--- config.mk ---
export PLATFORM = sky130hd
export DESIGN_NAME = game_timer_scheduler
export DESIGN_NICKNAME = d
export VERILOG_FILES = /design/src/rtl/game_timer_pkg.sv /design/src/rtl/game_tick_prescaler.sv /design/src/rtl/game_timer_scheduler.sv
export SDC_FILE = /design/constraint.sdc
export NUM_CORES = 1
export LEC_CHECK = 0
export CORE_UTILIZATION = 40
export DETAILED_ROUTE_END_ITERATION = 16
export PLACE_DENSITY = 0.69
export SETUP_SLACK_MARGIN = 0.5
export SLEW_MARGIN = 20
export SYNTH_ARGS = -nofsm -noshare
export SYNTH_HDL_FRONTEND = slang
export SYNTH_HIERARCHICAL = 1
export SYNTH_SLANG_ARGS = --single-unit
--- constraint.sdc ---
create_clock -name clk -period 2.2 [get_ports clk]
set_input_delay 0.44 -clock clk [delete_from_list [all_inputs] [get_ports clk]]
set_output_delay 0.44 -clock clk [all_outputs]
set_load 0.03 [all_outputs]
--- src/rtl/game_timer_pkg.sv ---
// Shared timing constants and count type for the game-object timer scheduler
// and the game-object FSMs that request its channels.
package game_timer_pkg;

    localparam int GT_NUM_CH   = 4;
    localparam int GT_CNT_W    = 8;
    localparam int GT_TICK_DIV = 500000;

    typedef logic [GT_CNT_W-1:0] count_t;

endpackage

--- src/rtl/game_tick_prescaler.sv ---
// Game-tick prescaler: divides clk by TICK_DIV and emits a registered
// one-cycle tick when the count wraps; pause holds the count and the tick.
module game_tick_prescaler
    import game_timer_pkg::*;
#(
    parameter int TICK_DIV = GT_TICK_DIV
) (
    input  logic clk,
    input  logic resetN,
    input  logic pause,
    output logic tick
);

    localparam int DIV_W = (TICK_DIV > 1) ? $clog2(TICK_DIV) : 1;

    logic [DIV_W-1:0] cnt_q, cnt_d;
    logic             tick_q, tick_d;
    logic             wrap;

    assign wrap = (cnt_q == DIV_W'(TICK_DIV - 1));

    always_comb begin
        cnt_d  = cnt_q;
        tick_d = 1'b0;
        if (!pause) begin
            tick_d = wrap;
            cnt_d  = wrap ? '0 : cnt_q + 1'b1;
        end
    end

    always_ff @(posedge clk or negedge resetN) begin
        if (!resetN) begin
            cnt_q  <= '0;
            tick_q <= 1'b0;
        end else begin
            cnt_q  <= cnt_d;
            tick_q <= tick_d;
        end
    end

    assign tick = tick_q;

endmodule

--- src/rtl/game_timer_scheduler.sv ---
// Multi-channel countdown scheduler: fixed-priority load arbiter plus one
// tick-driven down-counter per channel with a one-cycle expiry pulse.
module game_timer_scheduler
    import game_timer_pkg::*;
#(
    parameter int NUM_CH   = GT_NUM_CH,
    parameter int CNT_W    = GT_CNT_W,
    parameter int TICK_DIV = GT_TICK_DIV
) (
    input  logic                    clk,
    input  logic                    resetN,
    input  logic                    pause,
    input  logic [NUM_CH-1:0]       start_req,
    input  logic [NUM_CH*CNT_W-1:0] duration,
    input  logic [NUM_CH-1:0]       cancel,
    output logic [NUM_CH-1:0]       start_gnt,
    output logic [NUM_CH-1:0]       busy,
    output logic [NUM_CH-1:0]       expired,
    output logic                    tick
);

    // Handshake: a requester holds start_req[i] until it sees start_gnt[i]=1
    // in the same cycle; the load happens on that edge and the requester
    // drops the request on it. A request still held is granted again.
    logic [NUM_CH-1:0] req_ok;

    game_tick_prescaler #(
        .TICK_DIV (TICK_DIV)
    ) u_prescaler (
        .clk    (clk),
        .resetN (resetN),
        .pause  (pause),
        .tick   (tick)
    );

    // Lowest set bit of the eligible requests wins; cancelled channels drop out.
    assign req_ok    = start_req & ~cancel;
    assign start_gnt = resetN ? (req_ok & (~req_ok + 1'b1)) : '0;

    for (genvar i = 0; i < NUM_CH; i++) begin : g_ch
        logic [CNT_W-1:0] cnt_q, cnt_d;
        logic             busy_q, busy_d;
        logic             exp_q, exp_d;
        logic [CNT_W-1:0] dur_i;

        assign dur_i = duration[i*CNT_W +: CNT_W];

        // Priority: cancel, then load (restart discards the old count and
        // ignores a coincident tick), then the tick-driven decrement.
        always_comb begin
            cnt_d  = cnt_q;
            busy_d = busy_q;
            exp_d  = 1'b0;
            if (cancel[i]) begin
                cnt_d  = '0;
                busy_d = 1'b0;
            end else if (start_gnt[i]) begin
                cnt_d  = dur_i;
                busy_d = (dur_i != '0);
                exp_d  = (dur_i == '0);
            end else if (tick && busy_q) begin
                cnt_d = cnt_q - 1'b1;
                if (cnt_q == CNT_W'(1)) begin
                    busy_d = 1'b0;
                    exp_d  = 1'b1;
                end
            end
        end

        always_ff @(posedge clk or negedge resetN) begin
            if (!resetN) begin
                cnt_q  <= '0;
                busy_q <= 1'b0;
                exp_q  <= 1'b0;
            end else begin
                cnt_q  <= cnt_d;
                busy_q <= busy_d;
                exp_q  <= exp_d;
            end
        end

        assign busy[i]    = busy_q;
        assign expired[i] = exp_q;
    end

endmodule

### After elaboration in Yosys (flattened, before gate mapping)

Cells that the tools add are included.

| operators by class | value |
|---|---|
| add/sub/neg operators | 6 |
| eq/ne operators | 5 |
| multiplexer cells | 47 |
| bitwise logic cells | 4 |
| reductions and logical operators | 24 |

Operators with widths:

| operator | number |
|---|---|
| $mux W8 | 12 |
| $mux W1 | 33 |
| $eq A8 B1 Y1 const B | 4 |
| $logic_not A8 Y1 | 4 |
| $reduce_bool A8 Y1 | 4 |
| $sub A8 B1 Y8 const B | 4 |
| $reduce_bool A3 Y1 | 8 |
| $add A19 B1 Y19 const B | 1 |
| $eq A19 B19 Y1 const B | 1 |
| $mux W19 | 1 |
| $and A4 B4 Y4 | 2 |
| $not A4 Y4 | 2 |
| $reduce_and A2 Y1 | 4 |
| $add A4 B1 Y4 const B | 1 |
| $logic_and A1 B1 Y1 | 4 |
| $mux W4 | 1 |

| storage, ports and cells | value |
|---|---|
| bits in registers | 60 |
| input bits | 43 |
| output and inout port bits | 13 |
| word-level logic and storage cells | 100 |

### Longest topological paths before layout

Gate-level depths: netlist of the first run.

| depth | value |
|---|---|
| word-level depth | 8 |
| depth in mapped cells | 6 |
| depth with buffers taken out | 6 |

### Modules after synthesis

The synthesis of the first run kept the hierarchy.

Modules (own cells, without submodules):

| module | times used | cells each | area each (sq um) | seq. area each (sq um) |
|---|---|---|---|---|
| game_timer_scheduler | 1 | 276 | 2585.0 | 1001.0 |
| game_tick_prescaler | 1 | 99 | 1042.2 | 500.5 |

### Least setup slack after synthesis of the first run

OpenSTA, ideal clock, no wires.

| timing path | value |
|---|---|
| kind | input port to output port |
| start point | input resetN |
| end point | output start_gnt[0] |
| arrival time | 1410 ps |
| required time | 1760 ps |
| path slack | 350 ps |
| stages | 4 |
| buffers on the path | 2 |
| cell sequence | buf_2 -> nand2_1 -> clkbuf_1 -> nor2_1 |

| between the ends | value |
|---|---|
| longest elaborated chain between the ends | 1 |

Ends and longest elaborated chain:

| element | line | text |
|---|---|---|
| start, declared | game_timer_scheduler.sv:11 | `input logic resetN,` |
| $mux W4 | game_timer_scheduler.sv:38 | `assign start_gnt = resetN ? (req_ok & (~req_ok + 1'b1)) : '0;` |
| end, declared | game_timer_scheduler.sv:16 | `output logic [NUM_CH-1:0] start_gnt,` |

Every way passes these cells.

### Worst setup path in the final report of the first run

| timing path | value |
|---|---|
| start point | input cancel[2] |
| end point | output start_gnt[2] |

| between the ends | value |
|---|---|
| longest elaborated chain between the ends | 6 |

Ends and longest elaborated chain:

| element | line | text |
|---|---|---|
| start, declared | game_timer_scheduler.sv:15 | `input logic [NUM_CH-1:0] cancel,` |
| $not A4 Y4 (*) | game_timer_scheduler.sv:37 | `assign req_ok = start_req & ~cancel;` |
| $and A4 B4 Y4 (*) | game_timer_scheduler.sv:37 |  |
| $not A4 Y4 | game_timer_scheduler.sv:38 |  |
| $add A4 B1 Y4 | game_timer_scheduler.sv:38 |  |
| $and A4 B4 Y4 (*) | game_timer_scheduler.sv:38 |  |
| $mux W4 (*) | game_timer_scheduler.sv:38 |  |

Mark *: on every way between the ends. The rest lies on a longest branch, timed or not.

==> metrics.md, run 1 <==
| Metric | Value |
|---|---|
| VDD IR-drop max | `303.9 uV` |
| Syn Inst Count | `375` |
| Final cycle utilization of the critical path | `80.11%` |
| Max-slew violations | `0` |
| Register bit total from synthesis | `60` |
| Synth Area in Simple Gates | `27.87%` |
| Drt pass-1 iters | `4` |
| Place WS | `23.88 ps` |
| Critical path required time | `1760 ps` |
| Worst r2r src | `g_ch[3].cnt_q[1]` |
| CTS H-Tree Depth | `3` |
| Crit-path max FO | `4` |
| Crit path buf inv count | `2` |
| Slack of the critical path | `437.6 ps` |
| Slowest stage delay, CP | `320 ps` |
| Area Growth Syn to Fin | `30.53%` |
| RSZ-0062 raised after global routing | `true` |
| Width of the die | `97.23 um` |
| Worst Path Arrival | `1320 ps` |
| Async S/R FF share, synth | `100.0%` |
| Cts hold-fix bufs | `0` |
| DR iter-0 viols | `105` |
| Routed vias | `3138` |
| Compound-Gate Fraction of Synth Area | `11.83%` |
| Slew HR | `73.61%` |
| Fillers | `780` |
| Largest net degree at the start of global routing | `32` |
| Site Rows | `34` |
| Min-Delay Path Class | `in2async` |
| Max Clock Skew | `11.08 ps` |
| First-pass GRT wire length | `15.23 mm` |
| Residual DRC | `0` |
| Setup total negative slack | `0 ps` |
| Core area | `0.008763 mm2` |
| Die H | `97.23 um` |
| Clk slew on worst S/H paths | `70 ps` |
| Yosys warning count | `6` |
| Slowest CP cell | `nor4_4` |
| Initial antenna violation count | `0` |
| Reg area | `0.001505 mm2` |
| GPL Wtd Cong | `0.8359` |
| Routed WL | `9.065 mm` |
| Worst-Margin Slew | `395.8 ps` |
| PortBufs | `55` |
| TritonCTS buffer count | `9` |
| Largest family of logic cells by synthesized area | `simple AND/OR/NAND/NOR gates` |
| Max-capacitance violation count | `0` |
| Area of the multi-input gates | `0.002017 mm2` |
| Layout cell share with drive strength beyond 1 | `22.66%` |
| Vias in the first global route | `3299` |
| Post-synth EDFFs | `0` |
| CP Cell Sequence | `clkdlybuf4s15_2, nand2b_4, nor4_4, buf_6` |
| Yosys cell types | `61` |
| Nets | `506` |
| Worst reg2reg setup slack | `490 ps` |
| Register area share after synthesis | `41.39%` |
| I/O Pins | `56` |
| Crit path capture type | `output pin` |
| RR Endpoint | `g_ch[3].busy_q` |
| Synth Area in XOR/XNOR | `9.176%` |
| Crit start category | `input port` |
| Delay-heaviest family, CP | `simple AND/OR/NAND/NOR gates` |
| Die area | `0.009453 mm2` |
| Total gr overflow | `0` |
| Final Setup Violations | `0` |
| Lkg Pwr | `2.051 nW` |
| Setup Crit Path Kind | `in2out` |
| Dpl hpwl | `6.344 mm` |
| Power per cell area | `613.4 mW/mm2` |
| Post-synthesis mux area share | `1.380%` |
| Power, Total | `2.904 mW` |
| Root buf cell | `clkbuf_8` |
| Post-layout min period | `1762 ps` |
| Final hold violation count | `0` |
| DRT antenna net count | `0` |
| R2R cell count | `6` |
| Maximum buffer depth of the clock tree | `2` |
| Max frequency | `0.5674 GHz` |
| Tot GR Track Use | `19.90%` |
| Outcome | `finished clean` |
| Syn_nets | `427` |
| Ys flop type | `dfrtp_1` |
| Drt wl/cell | `15.99 um` |
| Mapped Avg Cell Area | `9.673 um2` |
| Synth Area in Adders | `3.105%` |
| Via density | `5.534` |
| CTS Sinks | `60` |
| Starting Density | `41.39%` |
| Ant. Diodes | `0` |
| Post-synthesis cell area | `0.003627 mm2` |
| CTS tree | `yes` |
| Worst skew pair latency | `340 ps` |
-- area by class of cell --
type | count | share of cell area, %
sequential | 60 | 31.79
timing repair buffer | 86 | 16.54
clock buffer | 11 | 2.986
tap | 108 | 2.854
clock inverter | 5 | 1.586
multi-input combinational | 277 | 42.60
inverter | 20 | 1.638
-- state kept, by name (all words and copies together), names as in the netlist --
| name | flops |
|---|---|
| g_ch.exp_q | 4 |
| g_ch.cnt_q | 32 |
| u_prescaler/tick | 1 |
| g_ch.busy_q | 4 |
| u_prescaler/cnt_q | 19 |
-- report_power, final --
part,switching (mW),internal (mW)
sequential,0.122,1.19
combinational,0.243,0.254
clock,0.433,0.663
-- cell families after synthesis --
| logic type | after synthesis |
|---|---|
| muxes | 5 |
| adders and majority gates | 9 |
| and+or+nand+nor | 162 |
| xor gates and xnor gates | 38 |
| buffers and inverters | 38 |
| AOI/OAI and AO/OA | 63 |
| DFF | 60 |
-- placed cells by master, fill, tap and decap left out, types with 3 or more instances in the layout --
cell type and count:
dfrtp_1 57, clkdlybuf4s50_1 33, nor2_1 31, buf_4 28, xnor2_1 27, nand2_1 25, nand3_1 21, inv_1 17
a211oi_1 15, a21oi_1 14, nor3_1 12, nor4_1 11, xor2_1 11, clkbuf_8 10, nand4_1 9, buf_6 9
dlygate4sd2_1 9, ha_1 8, o21ai_0 6, o31ai_1 6, mux2i_1 5, nor4_2 4, a31o_2 4, nor4_4 3
nand2b_1 3, nor3_4 3, o21ai_1 3, a31oi_1 3, nor3_2 3, or3_1 3, clkinv_2 3, dfrtp_2 3
-- through the flow --
| step | hold WS, ps | instance area, um2 | std cells | utilization [%] |
|---|---|---|---|---|
| 3_5_place_dp | 440.8 | 4333 | 539 | 49.44 |
| 3_3_place_gp | 433.4 | 4333 | 539 | 49.44 |
| 6_report | 61.22 | 4735 | 567 | 54.03 |
| 2_1_floorplan | 144.4 | 3635 | 375 | - |
| 4_1_cts | 42.96 | 4636 | 564 | 52.90 |
| 5_1_grt | 68.37 | 4735 | 567 | 54.03 |
-- cells in the mapped netlist, drive strengths merged (5+ instances only) --
library cell | count | area share (%)
inv | 20 | 2.1
clkbuf | 5 | 0.52
xnor2 | 27 | 6.5
mux2i | 5 | 1.4
dfrtp | 60 | 41
o31ai | 6 | 1.2
nor3 | 18 | 3.5
nand2 | 26 | 2.8
xor2 | 11 | 2.7
buf | 13 | 2.7
ha | 9 | 3.1
nand4 | 10 | 1.9
a21oi | 15 | 2.1
nor2 | 33 | 3.4
nand3 | 23 | 3.2
or3 | 5 | 1.1
a211oi | 16 | 3.4
o21ai | 9 | 1.2
nor4 | 18 | 5.0
-- worst max path at each step --
stage,from,to,slack [ps],depth (start not counted)
2_1_floorplan,resetN,start_gnt[3],510,5
3_3_place_gp,cancel[0],start_gnt[2],20,4
3_5_place_dp,cancel[0],start_gnt[2],20,4
4_1_cts,cancel[1],start_gnt[2],400,4
5_1_grt,cancel[2],start_gnt[2],390,4
6_report,cancel[2],start_gnt[2],440,4
-- per-layer routing --
layer	vias up	track usage, %	share of wire [%]
li1	1511	-	-
met5	-	0	0
met1	1514	23.72	43
met3	26	4.604	4.6
met4	0	9.050	3.2
met2	87	34.07	49
-- what timing repair did --
action	in CTS	in global routing
resized for setup	46	22
setup buffers	9	3
pin swaps	3	6
endpoints found under the setup margin	17	17
Note: power is estimated with default switching activity, not from simulation.
==> inputs of run 2 (changes only) <==
==> constraint.sdc (replaced) <==
create_clock -name clk -period 1.8 [get_ports clk]
set_input_delay 0.36 -clock clk [delete_from_list [all_inputs] [get_ports clk]]
set_output_delay 0.36 -clock clk [all_outputs]
set_load 0.03 [all_outputs]
==> run 2 against run 1 <==
  * Die area stayed put
  * Sequential power is 24% higher
  * Setup slack worse by 260 ps
  * Clock skew is 1.7 ps lower
  * Largest power group unchanged
  * Combinational power is 93% higher
  * Non-clock buffer count is 65 higher
  * Register-to-register slack worse by 320 ps
  * Wire length is 25% higher
  * Clock power is 23% higher
  * Count of clock-buffer cells in the layout is 1 lower
  * Sequential share of layout area is 5.6 points lower
  * First-iteration DRC count is 110% higher
==> metrics.md, run 2 (same netlist as run 1, synthesis figures left out) <==
| Metric | Value |
|---|---|
| Post-layout min period | `1625 ps` |
| CTS tree | `yes (unchanged)` |
| Max frequency | `0.6153 GHz` |
| Lkg Pwr | `2.398 nW (was 2.051 nW)` |
| DR iter-0 viols | `217 (was 105)` |
| Core area | `0.008763 mm2 (unchanged)` |
| Cells after DPL | `547 (was 539)` |
| Most used routing layer | `met2 (unchanged)` |
| Slowest CP cell | `or4b_4 (was nor4_4)` |
| Fin Hold WS | `118.4 ps (was 61.22 ps)` |
| Cell Count, Final, Fillers Out | `632 (was 567)` |
| I/O Pins | `56 (unchanged)` |
| Logic pwr share | `24.3% (was 17.1%)` |
| Outcome | `finished clean (unchanged)` |
| Max Clock Skew | `9.383 ps (was 11.08 ps)` |
| Slowest stage delay, CP | `470 ps (was 320 ps)` |
| DRT antenna net count | `0 (unchanged)` |
| Crit start category | `flip-flop (was input port)` |
| Sw frac | `29.98% (was 27.46%)` |
| CTS H-Tree Depth | `3 (unchanged)` |
| Width of the die | `97.23 um (unchanged)` |
| Met2 usage | `38.79% (was 34.07%)` |
| Layout cell share with drive strength beyond 1 | `50.19% (was 22.66%)` |
| Drt wl/cell | `17.89 um (was 15.99 um)` |
| Internal | `2.759 mW (was 2.107 mW)` |
| CTS Sinks | `60 (unchanged)` |
| Area Growth Syn to Fin | `60.26% (was 30.53%)` |
| Commonest non-fill, non-tap cells in the layout | `buf_4, dfrtp_1, buf_6 (was dfrtp_1, clkdlybuf4s50_1, nor2_1)` |
| First-pass GRT wire length | `17.26 mm (was 15.23 mm)` |
| Setup Crit Path Kind | `reg2reg (was in2out)` |
| Vias in the first global route | `3522 (was 3299)` |
| Max-slew violations | `0 (unchanged)` |
| Drt pass-1 iters | `4 (unchanged)` |
| PortBufs | `55 (unchanged)` |
| Crit path capture type | `flip-flop (was output pin)` |
| Commonest non-fill, non-tap cell in the layout | `buf_4 (was dfrtp_1)` |
| Max-capacitance violation count | `0 (unchanged)` |
| Starting Density | `41.39% (unchanged)` |
| Total gr overflow | `0 (unchanged)` |
| RSZ-0062 raised after global routing | `true (unchanged)` |
| Power per cell area | `677.9 mW/mm2 (was 613.4 mW/mm2)` |
| Met3 Resource Use GR | `4.892% (was 4.604%)` |
| Slew HR | `72.80% (was 73.61%)` |
| Die H | `97.23 um (unchanged)` |
| Routed vias | `3496 (was 3138)` |
| Worst reg2reg setup slack | `170 ps (was 490 ps)` |
| Worst skew pair latency | `340 ps (about the same)` |
| Final cycle utilization of the critical path | `90.29%` |
| Clk slew on worst S/H paths | `80 ps (was 70 ps)` |
| Max reg flops | `32 (unchanged)` |
| Dpl hpwl | `6.488 mm (was 6.344 mm)` |
| GPL Wtd Cong | `0.8520 (was 0.8359)` |
| R2R cell count | `6 (unchanged)` |
| TritonCTS buffer count | `9 (unchanged)` |
| Die area | `0.009453 mm2 (unchanged)` |
| Root buf cell | `clkbuf_8 (unchanged)` |
| CP Cell Sequence | `inv_2, ha_4, or4b_4, nor3_4, a21oi_1, a32o_1 (was clkdlybuf4s15_2, nand2b_4, nor4_4, buf_6)` |
| Via density | `5.532 (was 5.534)` |
| Largest regs | `g_ch.cnt_q x32, u_prescaler/cnt_q x19 (unchanged)` |
| Tot GR Track Use | `22.52% (was 19.90%)` |
| Sequential share of power | `41.3% (was 45.1%)` |
| Largest net degree at the start of global routing | `33 (was 32)` |
| Site Rows | `34 (unchanged)` |
| Setup total negative slack | `0 ps (unchanged)` |
| Clock share of power | `34.4% (was 37.8%)` |
| Crit-path max FO | `2 (was 4)` |
| Power, Total | `3.940 mW (was 2.904 mW)` |
| Ant. Diodes | `0 (unchanged)` |
| VDD IR-drop max | `381.8 uV (was 303.9 uV)` |
| Final hold violation count | `0 (unchanged)` |
| Fin util | `66.33% (was 54.03%)` |
| Min-Delay Path Class | `in2async (unchanged)` |
| Routed WL | `11.31 mm (was 9.065 mm)` |
| Nets | `571 (was 506)` |
| Worst Path Arrival | `1850 ps (was 1320 ps)` |
| Residual DRC | `0 (unchanged)` |
| Worst-Margin Slew | `408.0 ps (was 395.8 ps)` |
| Final Setup Violations | `0 (unchanged)` |
| Critical path required time | `2020 ps (was 1760 ps)` |
| Net Switching | `1.181 mW (was 0.7975 mW)` |
| Top reg by flops | `g_ch.cnt_q (unchanged)` |
| Maximum buffer depth of the clock tree | `2 (unchanged)` |
| Initial antenna violation count | `0 (unchanged)` |
| Met1 GRT Util | `28.13% (was 23.72%)` |
==> run 2: worst paths after layout <==
| check | endpoint | startpoint |
|---|---|---|
| setup / recovery | g_ch[3].busy_q | g_ch[3].cnt_q[1] |
| hold / removal | g_ch[2].cnt_q[6] | resetN |
| setup reg to reg | g_ch[3].busy_q | g_ch[3].cnt_q[1] |
| hold reg to reg | u_prescaler/cnt_q[12] | u_prescaler/cnt_q[12] |
| max in group asynchronous | g_ch[1].cnt_q[3] | resetN |
| min in group clk | g_ch[2].cnt_q[2] | cancel[2] |
==> run 2: per-stage QoR <==
| step | cell area, um2 | setup WS, ps |
|---|---|---|
| floorplan | 3727 | 279.3 |
| global placement | 4473 | -187.1 |
| detailed placement | 4473 | -202.9 |
| CTS | 5299 | 167.4 |
| global route | 5813 | 112.8 |
| finish | 5813 | 174.7 |
==> run 2: power groups by stage <==
stage | Clock (mW) | Combinational, mW | Sequential [mW]
floorplan | 0 | 0.356 | 1.59
global placement | 0 | 0.582 | 1.62
detailed placement | 0 | 0.595 | 1.63
CTS | 1.37 | 0.839 | 1.61
global route | 1.43 | 1.03 | 1.64
finish | 1.35 | 0.958 | 1.63
==> run 2: final cells by class <==
cell class,count,area (um2)
multi-input combinational,277,2506
tap,108,135.1
clock buffer,10,127.6
inverter,20,82.58
clock inverter,6,88.84
sequential,60,1523
timing repair buffer,151,1350
fill,587,2950
==> run 2: timing repair <==
| action | 4_1_cts | 5_1_grt |
|---|---|---|
| cloned | 0 | 0 |
| hold endpoints to repair | 16 | 0 |
| pin swaps | 47 | 44 |
| resized for setup | 161 | 74 |
| setup buffers | 44 | 24 |
| setup endpoints to repair | 67 | 63 |
| hold buffers | 1 | 0 |
==> run 2: critical path, delay by kind of cell, from the launching register on <==
family	cells	cell delay [ps]
adders and majority gates	1	120
buffers and inverters	1	80
DFF	1	380
AOI/OAI and AO/OA	2	310
and+or+nand+nor	2	620
==> run 2: routing by layer <==
metal	wire, um	share of wire [%]
met5	0	0
met1	4695	42
met3	514	4.5
met2	5896	52
met4	201	1.8
